$ cat config.mk
export PLATFORM = sky130hd
export DESIGN_NAME = memory_arbiter_flat
export DESIGN_NICKNAME = d
export VERILOG_FILES = /design/src/rtl/cpu_types_pkg.sv /design/src/rtl/memory_arbiter_if.sv /design/src/rtl/memory_arbiter_perf_counters.sv /design/src/rtl/memory_arbiter.sv /design/src/flat_wrapper.sv
export SDC_FILE = /design/constraint.sdc
export NUM_CORES = 1
export LEC_CHECK = 0
export ABC_AREA = 1
export CAP_MARGIN = 10
export CORE_AREA = 3 3 102 104
export DETAILED_ROUTE_END_ITERATION = 12
export DIE_AREA = 0 0 105 107
export PLACE_DENSITY = 0.63
export RECOVER_POWER = 25
export REMOVE_ABC_BUFFERS = 1
export SLEW_MARGIN = 15
export SYNTH_ARGS = -nofsm -noshare
export SYNTH_HDL_FRONTEND = slang
export SYNTH_SLANG_ARGS = --single-unit
export TNS_END_PERCENT = 100
$ cat constraint.sdc
create_clock -name CLK -period 1.98 [get_ports CLK]
set_clock_uncertainty 0.2 [all_clocks]
set_input_delay 0.396 -clock CLK [delete_from_list [all_inputs] [get_ports CLK]]
set_output_delay 0.396 -clock CLK [all_outputs]
set_load 0.03 [all_outputs]
$ cat src/rtl/cpu_types_pkg.sv
// Shared MIPS core types: RAM handshake state and the memory arbiter's grant state.
package cpu_types_pkg;

  typedef logic [31:0] word_t;

  typedef enum logic [1:0] {
    FREE,
    BUSY,
    ACCESS,
    ERROR
  } ramstate_t;

  typedef enum logic [1:0] {
    IDLE,
    IGRANT,
    DGRANT
  } arb_state_t;

endpackage

$ cat src/rtl/memory_arbiter_if.sv
// Cache request channels and RAM request port seen by the memory arbiter.
interface memory_arbiter_if;
  import cpu_types_pkg::*;

  logic      iREN;
  word_t     iaddr;
  logic      iwait;
  word_t     iload;

  logic      dREN;
  logic      dWEN;
  word_t     daddr;
  word_t     dstore;
  logic      dwait;
  word_t     dload;

  logic      ramREN;
  logic      ramWEN;
  word_t     ramaddr;
  word_t     ramstore;
  word_t     ramload;
  ramstate_t ramstate;

  modport slave (
    input  iREN, iaddr, dREN, dWEN, daddr, dstore, ramload, ramstate,
    output iwait, iload, dwait, dload, ramREN, ramWEN, ramaddr, ramstore
  );

  modport master (
    output iREN, iaddr, dREN, dWEN, daddr, dstore, ramload, ramstate,
    input  iwait, iload, dwait, dload, ramREN, ramWEN, ramaddr, ramstore
  );

endinterface

$ cat src/rtl/memory_arbiter_perf_counters.sv
// Saturating completion and conflict counters for the memory arbiter (ARB_STATS_EN builds).
module arb_perf_counters
  import cpu_types_pkg::*;
(
  input  logic  CLK,
  input  logic  nRST,
  input  logic  icomp,
  input  logic  dcomp,
  input  logic  conflict,
  output word_t igrants,
  output word_t dgrants,
  output word_t conflicts
);

  always_ff @(posedge CLK or negedge nRST) begin
    if (!nRST) begin
      igrants   <= '0;
      dgrants   <= '0;
      conflicts <= '0;
    end else begin
      if (icomp && (igrants != '1))      igrants   <= igrants + 32'd1;
      if (dcomp && (dgrants != '1))      dgrants   <= dgrants + 32'd1;
      if (conflict && (conflicts != '1)) conflicts <= conflicts + 32'd1;
    end
  end

endmodule

$ cat src/rtl/memory_arbiter.sv
// Two-master RAM arbiter (icache/dcache), dcache priority with starvation forcing.
// Define ARB_STATS_EN to add igrants/dgrants/conflicts statistics outputs.
module memory_arbiter
  import cpu_types_pkg::*;
#(
  parameter int unsigned STARVE_LIMIT = 8
) (
  input  logic CLK,
  input  logic nRST,
  memory_arbiter_if.slave arb
`ifdef ARB_STATS_EN
  ,
  output word_t igrants,
  output word_t dgrants,
  output word_t conflicts
`endif
);

  localparam int unsigned CNT_W = $clog2(STARVE_LIMIT) + 1;
  localparam logic [CNT_W-1:0] CNT_MAX = CNT_W'(STARVE_LIMIT);

  arb_state_t       state_q, state_d, pick;
  logic [CNT_W-1:0] cnt_q, cnt_d, cnt_inc;
  logic             iforce_q, iforce_d, dforce_q, dforce_d;
  logic             dreq, igo, dgo, icomp, dcomp;
  logic             istarve, dstarve, iforce_now, dforce_now;

  assign dreq    = arb.dREN | arb.dWEN;
  assign igo     = (state_q == IGRANT) && arb.iREN;
  assign dgo     = (state_q == DGRANT) && dreq;
  assign icomp   = igo && (arb.ramstate == ACCESS);
  assign dcomp   = dgo && (arb.ramstate == ACCESS);
  assign istarve = (state_q == DGRANT) && arb.iREN;
  assign dstarve = (state_q == IGRANT) && dreq;
  assign cnt_inc = (cnt_q >= CNT_MAX) ? CNT_MAX : cnt_q + CNT_W'(1);

  // Include this cycle's increment so the limit-reaching completion already hands over.
  assign iforce_now = iforce_q | (istarve && (cnt_inc == CNT_MAX));
  assign dforce_now = dforce_q | (dstarve && (cnt_inc == CNT_MAX));

  always_comb begin
    pick = IDLE;
    if (iforce_now && arb.iREN)  pick = IGRANT;
    else if (dforce_now && dreq) pick = DGRANT;
    else if (dreq)               pick = DGRANT;
    else if (arb.iREN)           pick = IGRANT;
  end

  always_comb begin
    state_d = state_q;
    case (state_q)
      IDLE:    state_d = pick;
      IGRANT:  if (!arb.iREN) state_d = IDLE; else if (icomp) state_d = pick;
      DGRANT:  if (!dreq) state_d = IDLE; else if (dcomp) state_d = pick;
      default: state_d = IDLE;
    endcase
  end

  always_comb begin
    cnt_d    = cnt_q;
    iforce_d = iforce_q;
    dforce_d = dforce_q;
    if ((state_d == IGRANT) && (state_q != IGRANT)) begin
      cnt_d    = '0;
      iforce_d = 1'b0;
    end else if ((state_d == DGRANT) && (state_q != DGRANT)) begin
      cnt_d    = '0;
      dforce_d = 1'b0;
    end else if (istarve || dstarve) begin
      cnt_d    = cnt_inc;
      iforce_d = iforce_now;
      dforce_d = dforce_now;
    end
  end

  always_ff @(posedge CLK or negedge nRST) begin
    if (!nRST) begin
      state_q  <= IDLE;
      cnt_q    <= '0;
      iforce_q <= 1'b0;
      dforce_q <= 1'b0;
    end else begin
      state_q  <= state_d;
      cnt_q    <= cnt_d;
      iforce_q <= iforce_d;
      dforce_q <= dforce_d;
    end
  end

  always_comb begin
    arb.ramREN   = 1'b0;
    arb.ramWEN   = 1'b0;
    arb.ramaddr  = '0;
    arb.ramstore = '0;
    if (igo) begin
      arb.ramREN  = 1'b1;
      arb.ramaddr = arb.iaddr;
    end else if (dgo) begin
      arb.ramWEN   = arb.dWEN;
      arb.ramREN   = arb.dREN & ~arb.dWEN;
      arb.ramaddr  = arb.daddr;
      arb.ramstore = arb.dstore;
    end
    arb.iwait = ~icomp;
    arb.iload = icomp ? arb.ramload : '0;
    arb.dwait = ~dcomp;
    arb.dload = (dcomp && !arb.dWEN) ? arb.ramload : '0;
  end

`ifdef ARB_STATS_EN
  arb_perf_counters u_perf (
    .CLK      (CLK),
    .nRST     (nRST),
    .icomp    (icomp),
    .dcomp    (dcomp),
    .conflict (arb.iREN & dreq),
    .igrants  (igrants),
    .dgrants  (dgrants),
    .conflicts(conflicts)
  );
`endif

endmodule

$ cat src/flat_wrapper.sv
// flat-port wrapper written by rule: the top's interface ports become plain ports
module memory_arbiter_flat import cpu_types_pkg::*;
#(
  parameter int unsigned STARVE_LIMIT = 8
)
  (CLK, nRST, arb_iREN, arb_iaddr, arb_dREN, arb_dWEN, arb_daddr, arb_dstore, arb_ramload, arb_ramstate, arb_iwait, arb_iload, arb_dwait, arb_dload, arb_ramREN, arb_ramWEN, arb_ramaddr, arb_ramstore);
  memory_arbiter_if arb_i ();
  input  logic CLK;
  input  logic nRST;
  input wire logic [$bits(arb_i.iREN)-1:0] arb_iREN;
  input wire logic [$bits(arb_i.iaddr)-1:0] arb_iaddr;
  input wire logic [$bits(arb_i.dREN)-1:0] arb_dREN;
  input wire logic [$bits(arb_i.dWEN)-1:0] arb_dWEN;
  input wire logic [$bits(arb_i.daddr)-1:0] arb_daddr;
  input wire logic [$bits(arb_i.dstore)-1:0] arb_dstore;
  input wire logic [$bits(arb_i.ramload)-1:0] arb_ramload;
  input wire logic [$bits(arb_i.ramstate)-1:0] arb_ramstate;
  output wire logic [$bits(arb_i.iwait)-1:0] arb_iwait;
  output wire logic [$bits(arb_i.iload)-1:0] arb_iload;
  output wire logic [$bits(arb_i.dwait)-1:0] arb_dwait;
  output wire logic [$bits(arb_i.dload)-1:0] arb_dload;
  output wire logic [$bits(arb_i.ramREN)-1:0] arb_ramREN;
  output wire logic [$bits(arb_i.ramWEN)-1:0] arb_ramWEN;
  output wire logic [$bits(arb_i.ramaddr)-1:0] arb_ramaddr;
  output wire logic [$bits(arb_i.ramstore)-1:0] arb_ramstore;
  assign arb_i.iREN = arb_iREN;
  assign arb_i.iaddr = arb_iaddr;
  assign arb_i.dREN = arb_dREN;
  assign arb_i.dWEN = arb_dWEN;
  assign arb_i.daddr = arb_daddr;
  assign arb_i.dstore = arb_dstore;
  assign arb_i.ramload = arb_ramload;
  assign arb_i.ramstate = arb_ramstate;
  assign arb_iwait = arb_i.iwait;
  assign arb_iload = arb_i.iload;
  assign arb_dwait = arb_i.dwait;
  assign arb_dload = arb_i.dload;
  assign arb_ramREN = arb_i.ramREN;
  assign arb_ramWEN = arb_i.ramWEN;
  assign arb_ramaddr = arb_i.ramaddr;
  assign arb_ramstore = arb_i.ramstore;
  memory_arbiter #(.STARVE_LIMIT(STARVE_LIMIT)) u_core (.CLK(CLK), .nRST(nRST), .arb(arb_i));
endmodule
==> results.py, run 1 <==
metrics = {
    "timing": {
        "tightest_slew_ns": 0.321,
        "fin_ws_ns": -0.226,
        "slew_violations": 0,
        "fin_crit_ns": 2.21,
        "post-route-period-util_pct": 111,
        "slew_headroom_pct": 78.6,
        "rsz0062_at_grt": "true",
        "setup_viol": 131,
        "hold_viol": 0,
        "fmax_mhz": 453,
        "tns_ns": -21.24,
    },
    "routing": {
        "drt_first_pass_iters": 4,
        "routed_wl_um": 10800,
        "ant_nets": 0,
        "drc": 0,
        "post_drt_wl_per_cell_um": 15.2,
        "num_vias": 3043,
        "drt-initial-drc-count": 131,
        "avgViaCountPerCell": 4.29,
    },
    "min_path": {
        "holdCritPathClass": "primary input to asynchronous set/reset pin",
    },
    "synth": {
        "netlist_area_mm2": 0.00155,
        "yosys.area.top_type": "nor2_1",
        "yosys.area_share.adder_pct": 1.62,
        "synth_compound_area_share_pct": 22.1,
        "synthFlopType": "dfrtp_1",
        "ys_warn_count": 0,
        "synth_edf_count": 0,
        "synth_cell_types": 21,
        "yosysMostFrequentCell": "nor2_1",
        "synth-xor-area-share_pct": 0,
        "synth_commonest_cells": "nor2_1 (101), inv_1 (80), a32o_1 (32), nand2_1 (18), clkbuf_1 (12)",
        "synth-simple-area-share_pct": 39.7,
        "ys_async_sr_fraction_pct": 100,
        "yosysSeqAreaShare_pct": 11.3,
        "syn_avg_cell_area_um2": 5.34,
        "synth_mux_area_share_pct": 0,
        "synthCells": 290,
        "synth_area_leaders": "nor2_1 (24%), a32o_1 (21%), inv_1 (19%)",
        "synth_top_family_by_area": "simple AND/OR/NAND/NOR gates",
        "synth_top_area_share_pct": 24.5,
        "yosys_register_bits": 7,
    },
    "floorplanning": {
        "row_count": 36,
        "start_util_pct": 16.1,
        "die-width_um": 105,
        "die_y_um": 107,
        "io_pins": 267,
        "die-area_mm2": 0.0112,
        "core_area_mm2": 0.00964,
    },
    "grt": {
        "grt_max_degree": 34,
        "grt_pass1_wl_um": 15400,
        "track_usage_pct": 16.6,
        "grt_pass1_vias": 2954,
        "overflow": 0,
        "antenna_found_initial": 0,
    },
    "place": {
        "place.gp.congestion": 0.804,
        "dp_cells": 692,
        "dp_hpwl_um": 7630,
        "pre_cts_ws_ns": -0.399,
        "port_buffers": 266,
    },
    "status": {
        "status": "complete, but fails checks",
        "violations": "setup timing",
    },
    "pwr": {
        "p_per_area_mw_per_mm2": 506,
        "leakage_nw": 2.66,
        "max-vdd-ir-drop_mv": 0.268,
    },
    "finish": {
        "layout.nets": 714,
        "finish.utilization_pct": 54.3,
        "drive_above_1_share_pct": 44.4,
        "final_cells": 709,
        "diodes": 0,
        "syn_to_final_growth_pct": 238,
    },
    "clocking": {
        "postCtsHoldBufs": 0,
        "cts_inserted_buffers": 3,
        "clock_latency_ns": 0.22,
        "root_buffer": "clkbuf_8",
        "clkSinkCount": 7,
        "htree_levels": 1,
        "clk_pin_slew_ns": 0.04,
        "cts.path.max_buffers": 2,
        "cts_tree": "yes",
    },
    "worst_setup_path": {
        "worstSetupPathType": "flop to output port",
        "reg2reg_from": "u_core.state_q[1]$_DFF_PN0_",
        "crit_buf_inv": 4,
        "worst_path_max_delay_cell": "dfrtp_1",
        "start_kind": "flop",
        "cp.required_ns": 1.38,
        "cpPeakStageDelay_ns": 0.42,
        "path_cells": "nor2_4 -> inv_2 -> nor2_8 -> buf_6 -> nand3_4 -> buf_12 -> nor2_1 -> buf_4",
        "crit_arrival_ns": 1.61,
        "endpoint_kind": "output port",
        "critPathTopFamily": "buffers and inverters",
        "startpoint": "u_core.state_q[0]$_DFF_PN0_",
        "r2r_slack_ns": 0.02,
        "worstPathMaxFanout": 32,
    },
    "job": {
        "maxCapViolCount": 0,
    },
}
[placed cells by master (no fill, tap or decap), drive strengths merged]
cell	count
ha	2
a21oi	2
dlymetal6s2s	2
o21ai	1
clkbuf	6
dlygate4sd2	3
nand3	8
nand4	9
a32o	32
nor2	105
dfrtp	7
and3	1
a21boi	1
buf	165
dlygate4sd3	1
inv	84
and2	1
clkdlybuf4s50	128
nand2	18
[area by class of cell]
type                       instances  area [um2]
timing repair buffer             301        3130
multi-input combinational        180        1390
sequential                         7         175
clock buffer                       4        45.0
tap                              133         166
inverter                          84         325
fill                             869        4400
[metal layers]
layer  share of wire [%]  global-route usage, %  vias up
met5                   0                      0        -
met4                 1.0                   2.25        0
met3                 7.7                   4.03       13
met2                  52                   30.9      151
met1                  40                   19.6     1404
li1                    -                      -     1475
[power by group]
part,internal [W],switching [W],leakage [nW]
clock,0.000139,0.0000585,0.0228
combinational,0.00108,0.00117,2.55
sequential,0.000174,0.0000316,0.0935
[stage by stage]
step / instance area, um2 / total power, W / hold slack (ns)
after floorplan: 1470 / 0.00107 / -0.0996
after global placement: 4260 / 0.00196 / 0.311
after detailed placement: 4260 / 0.00196 / 0.313
after CTS: 4940 / 0.00259 / 0.241
after global routing: 5240 / 0.00280 / 0.316
final: 5240 / 0.00265 / 0.302
[path summary, 6_finish.rpt]
check,to,cells after the start
min,u_core.cnt_q[3]$_DFFE_PN0P_,1
max reg2reg,u_core.cnt_q[2]$_DFFE_PN0P_,12
max in group asynchronous,u_core.iforce_q$_DFFE_PN0P_,1
min reg2reg,u_core.cnt_q[3]$_DFFE_PN0P_,2
max,arb_dload[10],8
min in group CLK,u_core.cnt_q[3]$_DFFE_PN0P_,2
[kinds of logic (layout without fill, tap and decap cells)]
family	after synthesis	in the layout
flops	7	7
compound gates	36	36
simple gates	142	142
buf+inv	103	389
fa+ha+maj	2	2
[registers in the layout (all words and copies together) (netlist names)]
register / count
u_core.cnt_q: 4
u_core.state_q: 2
u_core.iforce_q: 1
[timing repair]
action,CTS,global route
buffers inserted,3,5
gates cloned,3,3
resized for setup,154,66
pin swaps,5,7
hold endpoints to repair,0,0
setup endpoints to repair,134,135
No activity file was read; power rests on OpenSTA's default activity.
==> run 2: changes to the inputs <==
--- a/config.mk
+++ b/config.mk
@@ -7,10 +7,13 @@
 export LEC_CHECK = 0
 export ABC_AREA = 1
 export CAP_MARGIN = 10
-export CORE_AREA = 3 3 102 104
+export CELL_PAD_IN_SITES_DETAIL_PLACEMENT = 1
+export CELL_PAD_IN_SITES_GLOBAL_PLACEMENT = 2
+export CORE_ASPECT_RATIO = 1.4
+export CORE_MARGIN = 3
+export CORE_UTILIZATION = 10
 export DETAILED_ROUTE_END_ITERATION = 12
-export DIE_AREA = 0 0 105 107
-export PLACE_DENSITY = 0.63
+export PLACE_DENSITY = 0.95
 export RECOVER_POWER = 25
 export REMOVE_ABC_BUFFERS = 1
 export SLEW_MARGIN = 15
==> run 2 against run 1 <==
The flow still finishes with violations (setup timing); cell area up 17%; total power up 22%; first-iteration DRC count down 20%; largest power group unchanged.
==> results.py, run 2 (synthesis gave the netlist of run 1 again) <==
metrics = {
    "place": {
        "dp_cells": 751,
        "dp_hpwl_um": 10500,
        "port_buffers": 266,
        "place.gp.congestion": 0.870,
    },
    "floorplanning": {
        "core_area_mm2": 0.0151,
        "row_count": 53,
        "die_y_um": 153,
        "die-width_um": 111,
        "start_util_pct": 10.2,
        "io_pins": 267,
        "die-area_mm2": 0.0170,
    },
    "timing": {
        "fin_crit_ns": 2.33,
        "fin_ws_ns": -0.346,
        "post-route-period-util_pct": 117,
        "tightest_slew_ns": 0.343,
        "setup_viol": 135,
        "tns_ns": -33.55,
        "hold_viol": 0,
        "slew_headroom_pct": 77.0,
        "fmax_mhz": 430,
        "rsz0062_at_grt": "true",
        "slew_violations": 0,
    },
    "routing": {
        "routed_wl_um": 16600,
        "drt_first_pass_iters": 4,
        "drt-initial-drc-count": 105,
        "post_drt_wl_per_cell_um": 21.2,
        "drc": 0,
        "avgViaCountPerCell": 4.21,
        "num_vias": 3282,
        "ant_nets": 0,
    },
    "finish": {
        "syn_to_final_growth_pct": 296,
        "multi_input_area_mm2": 0.00175,
        "reg_top3": "u_core.cnt_q x4, u_core.state_q x2, u_core.iforce_q x1",
        "fillers": 1680,
        "regArea_um2": 175,
        "diodes": 0,
        "largest_register_ffs": 4,
        "final_cells": 780,
        "final_cell_mix": "clkdlybuf4s50_1 (128), buf_6 (118), nor2_4 (84)",
        "drive_above_1_share_pct": 54.9,
        "regMostFlops": "u_core.cnt_q",
        "layout.nets": 726,
        "mostFrequentLayoutCell": "clkdlybuf4s50_1",
    },
    "worst_setup_path": {
        "cp.required_ns": 1.38,
        "setup.worst_path.end": "arb_iload[3]",
        "path_cells": "buf_4 -> nor2_4 -> nand2_2 -> nor2_4 -> inv_4 -> buf_12 -> nor2_1 -> buf_4",
        "r2r_slack_ns": -0.11,
        "start_kind": "flop",
        "worstPathMaxFanout": 17,
        "timing.reg2reg.worst_path_depth": 12,
        "reg2reg_from": "u_core.state_q[1]$_DFF_PN0_",
        "worstSetupPathType": "flop to output port",
        "cpPeakStageDelay_ns": 0.41,
        "r2r_end": "u_core.cnt_q[3]$_DFFE_PN0P_",
        "crit_arrival_ns": 1.73,
        "endpoint_kind": "output port",
        "startpoint": "u_core.state_q[1]$_DFF_PN0_",
        "worst_path_max_delay_cell": "dfrtp_1",
    },
    "status": {
        "status": "complete, but fails checks",
        "violations": "setup timing",
    },
    "clocking": {
        "cts_inserted_buffers": 3,
        "postCtsHoldBufs": 0,
        "htree_levels": 1,
        "clkSinkCount": 7,
        "clk_pin_slew_ns": 0.04,
        "clock_latency_ns": 0.23,
        "cts.path.max_buffers": 2,
        "root_buffer": "clkbuf_16",
        "cts_tree": "yes",
    },
    "min_path": {
        "holdCritPathClass": "primary input to asynchronous set/reset pin",
    },
    "pwr": {
        "leakage_nw": 2.88,
        "p_per_area_mw_per_mm2": 529,
        "max-vdd-ir-drop_mv": 0.446,
    },
    "grt": {
        "grt_pass1_vias": 3665,
        "grt_max_degree": 35,
        "track_usage_pct": 16.5,
        "grt_pass1_wl_um": 22200,
        "antenna_found_initial": 1,
        "overflow": 0,
    },
    "job": {
        "maxCapViolCount": 0,
    },
}
==> run 2: cell count changes in the layout (fill, tap and decap cells not counted), moves of 3 or more <==
cell / before / now
nor2_4: 46 / 84
buf_16: 3 / 9
nor2_1: 49 / 8
nor2_2: 9 / 12
clkbuf_16: 2 / 7
clkbuf_8: 3 / 0
nand2_2: 2 / 5
a32o_1: 13 / 5
buf_6: 81 / 118
nand2_1: 16 / 12
a32o_2: 19 / 27
buf_4: 70 / 31
buf_12: 11 / 14
==> run 2: final cells by class <==
type                            instances  area share [%]
Timing Repair Buffer                  312            58.0
Multi-Input combinational cell        181            28.5
Inverter                               84            5.39
Tap cell                              192            3.92
Sequential cell                         7            2.86
Clock buffer                            4            1.29
==> run 2: critical path, delay by kind of cell, from the launching register on <==
family / cells / cell delay [ns]
DFF: 1 / 0.41
buffers and inverters: 4 / 0.61
and+or+nand+nor: 4 / 0.48
==> run 2: per-stage QoR <==
stage,instance area (um2),utilization [%],power (W),hold WS (ns),setup slack (ns)
floorplan,1470,-,0.00107,-0.0996,-0.859
global placement,4370,28.9,0.00204,0.313,-0.373
detailed placement,4370,28.9,0.00209,0.378,-0.466
finish,6130,40.5,0.00324,0.306,-0.346
CTS,5580,36.9,0.00298,0.246,-0.240
global route,6130,40.5,0.00340,0.345,-0.432
==> run 2: how the worst min path moves through the flow <==
stage / from / endpoint / slack, ns / cells past startpoint
after floorplan: nRST / u_core.cnt_q[0]$_DFFE_PN0P_ / -0.1 / 0
after global placement: u_core.cnt_q[3]$_DFFE_PN0P_ / u_core.cnt_q[3]$_DFFE_PN0P_ / 0.31 / 2
after detailed placement: u_core.cnt_q[3]$_DFFE_PN0P_ / u_core.cnt_q[3]$_DFFE_PN0P_ / 0.38 / 2
after CTS: nRST / u_core.cnt_q[2]$_DFFE_PN0P_ / 0.25 / 1
after global routing: nRST / u_core.cnt_q[2]$_DFFE_PN0P_ / 0.34 / 1
final: nRST / u_core.cnt_q[2]$_DFFE_PN0P_ / 0.31 / 1
==> run 2: timing repair <==
action	4_1_cts	5_1_grt
pin swaps	12	14
gates resized for setup	244	121
hold endpoints to repair	0	0
buffers inserted	9	4
gates cloned	9	4
endpoints found under the setup margin	136	137
==> run 2: power by group <==
part	switching, W	total [W]	leakage [nW]	internal [W]
Combinational	0.00138	0.00268	2.75	0.00130
Sequential	0.0000387	0.000213	0.0935	0.000174
Clock	0.0000745	0.000342	0.0382	0.000268
==> run 2: routing by layer <==
layer / share of wire (%) / up-vias / GRT usage (%) / wire, um
met5: 0.12 / - / 0 / 20
met2: 59 / 157 / 33.9 / 9710
li1: - / 1508 / - / -
met1: 32 / 1585 / 15.8 / 5340
met4: 2.6 / 2 / 4.64 / 434
met3: 6.4 / 30 / 4.00 / 1070
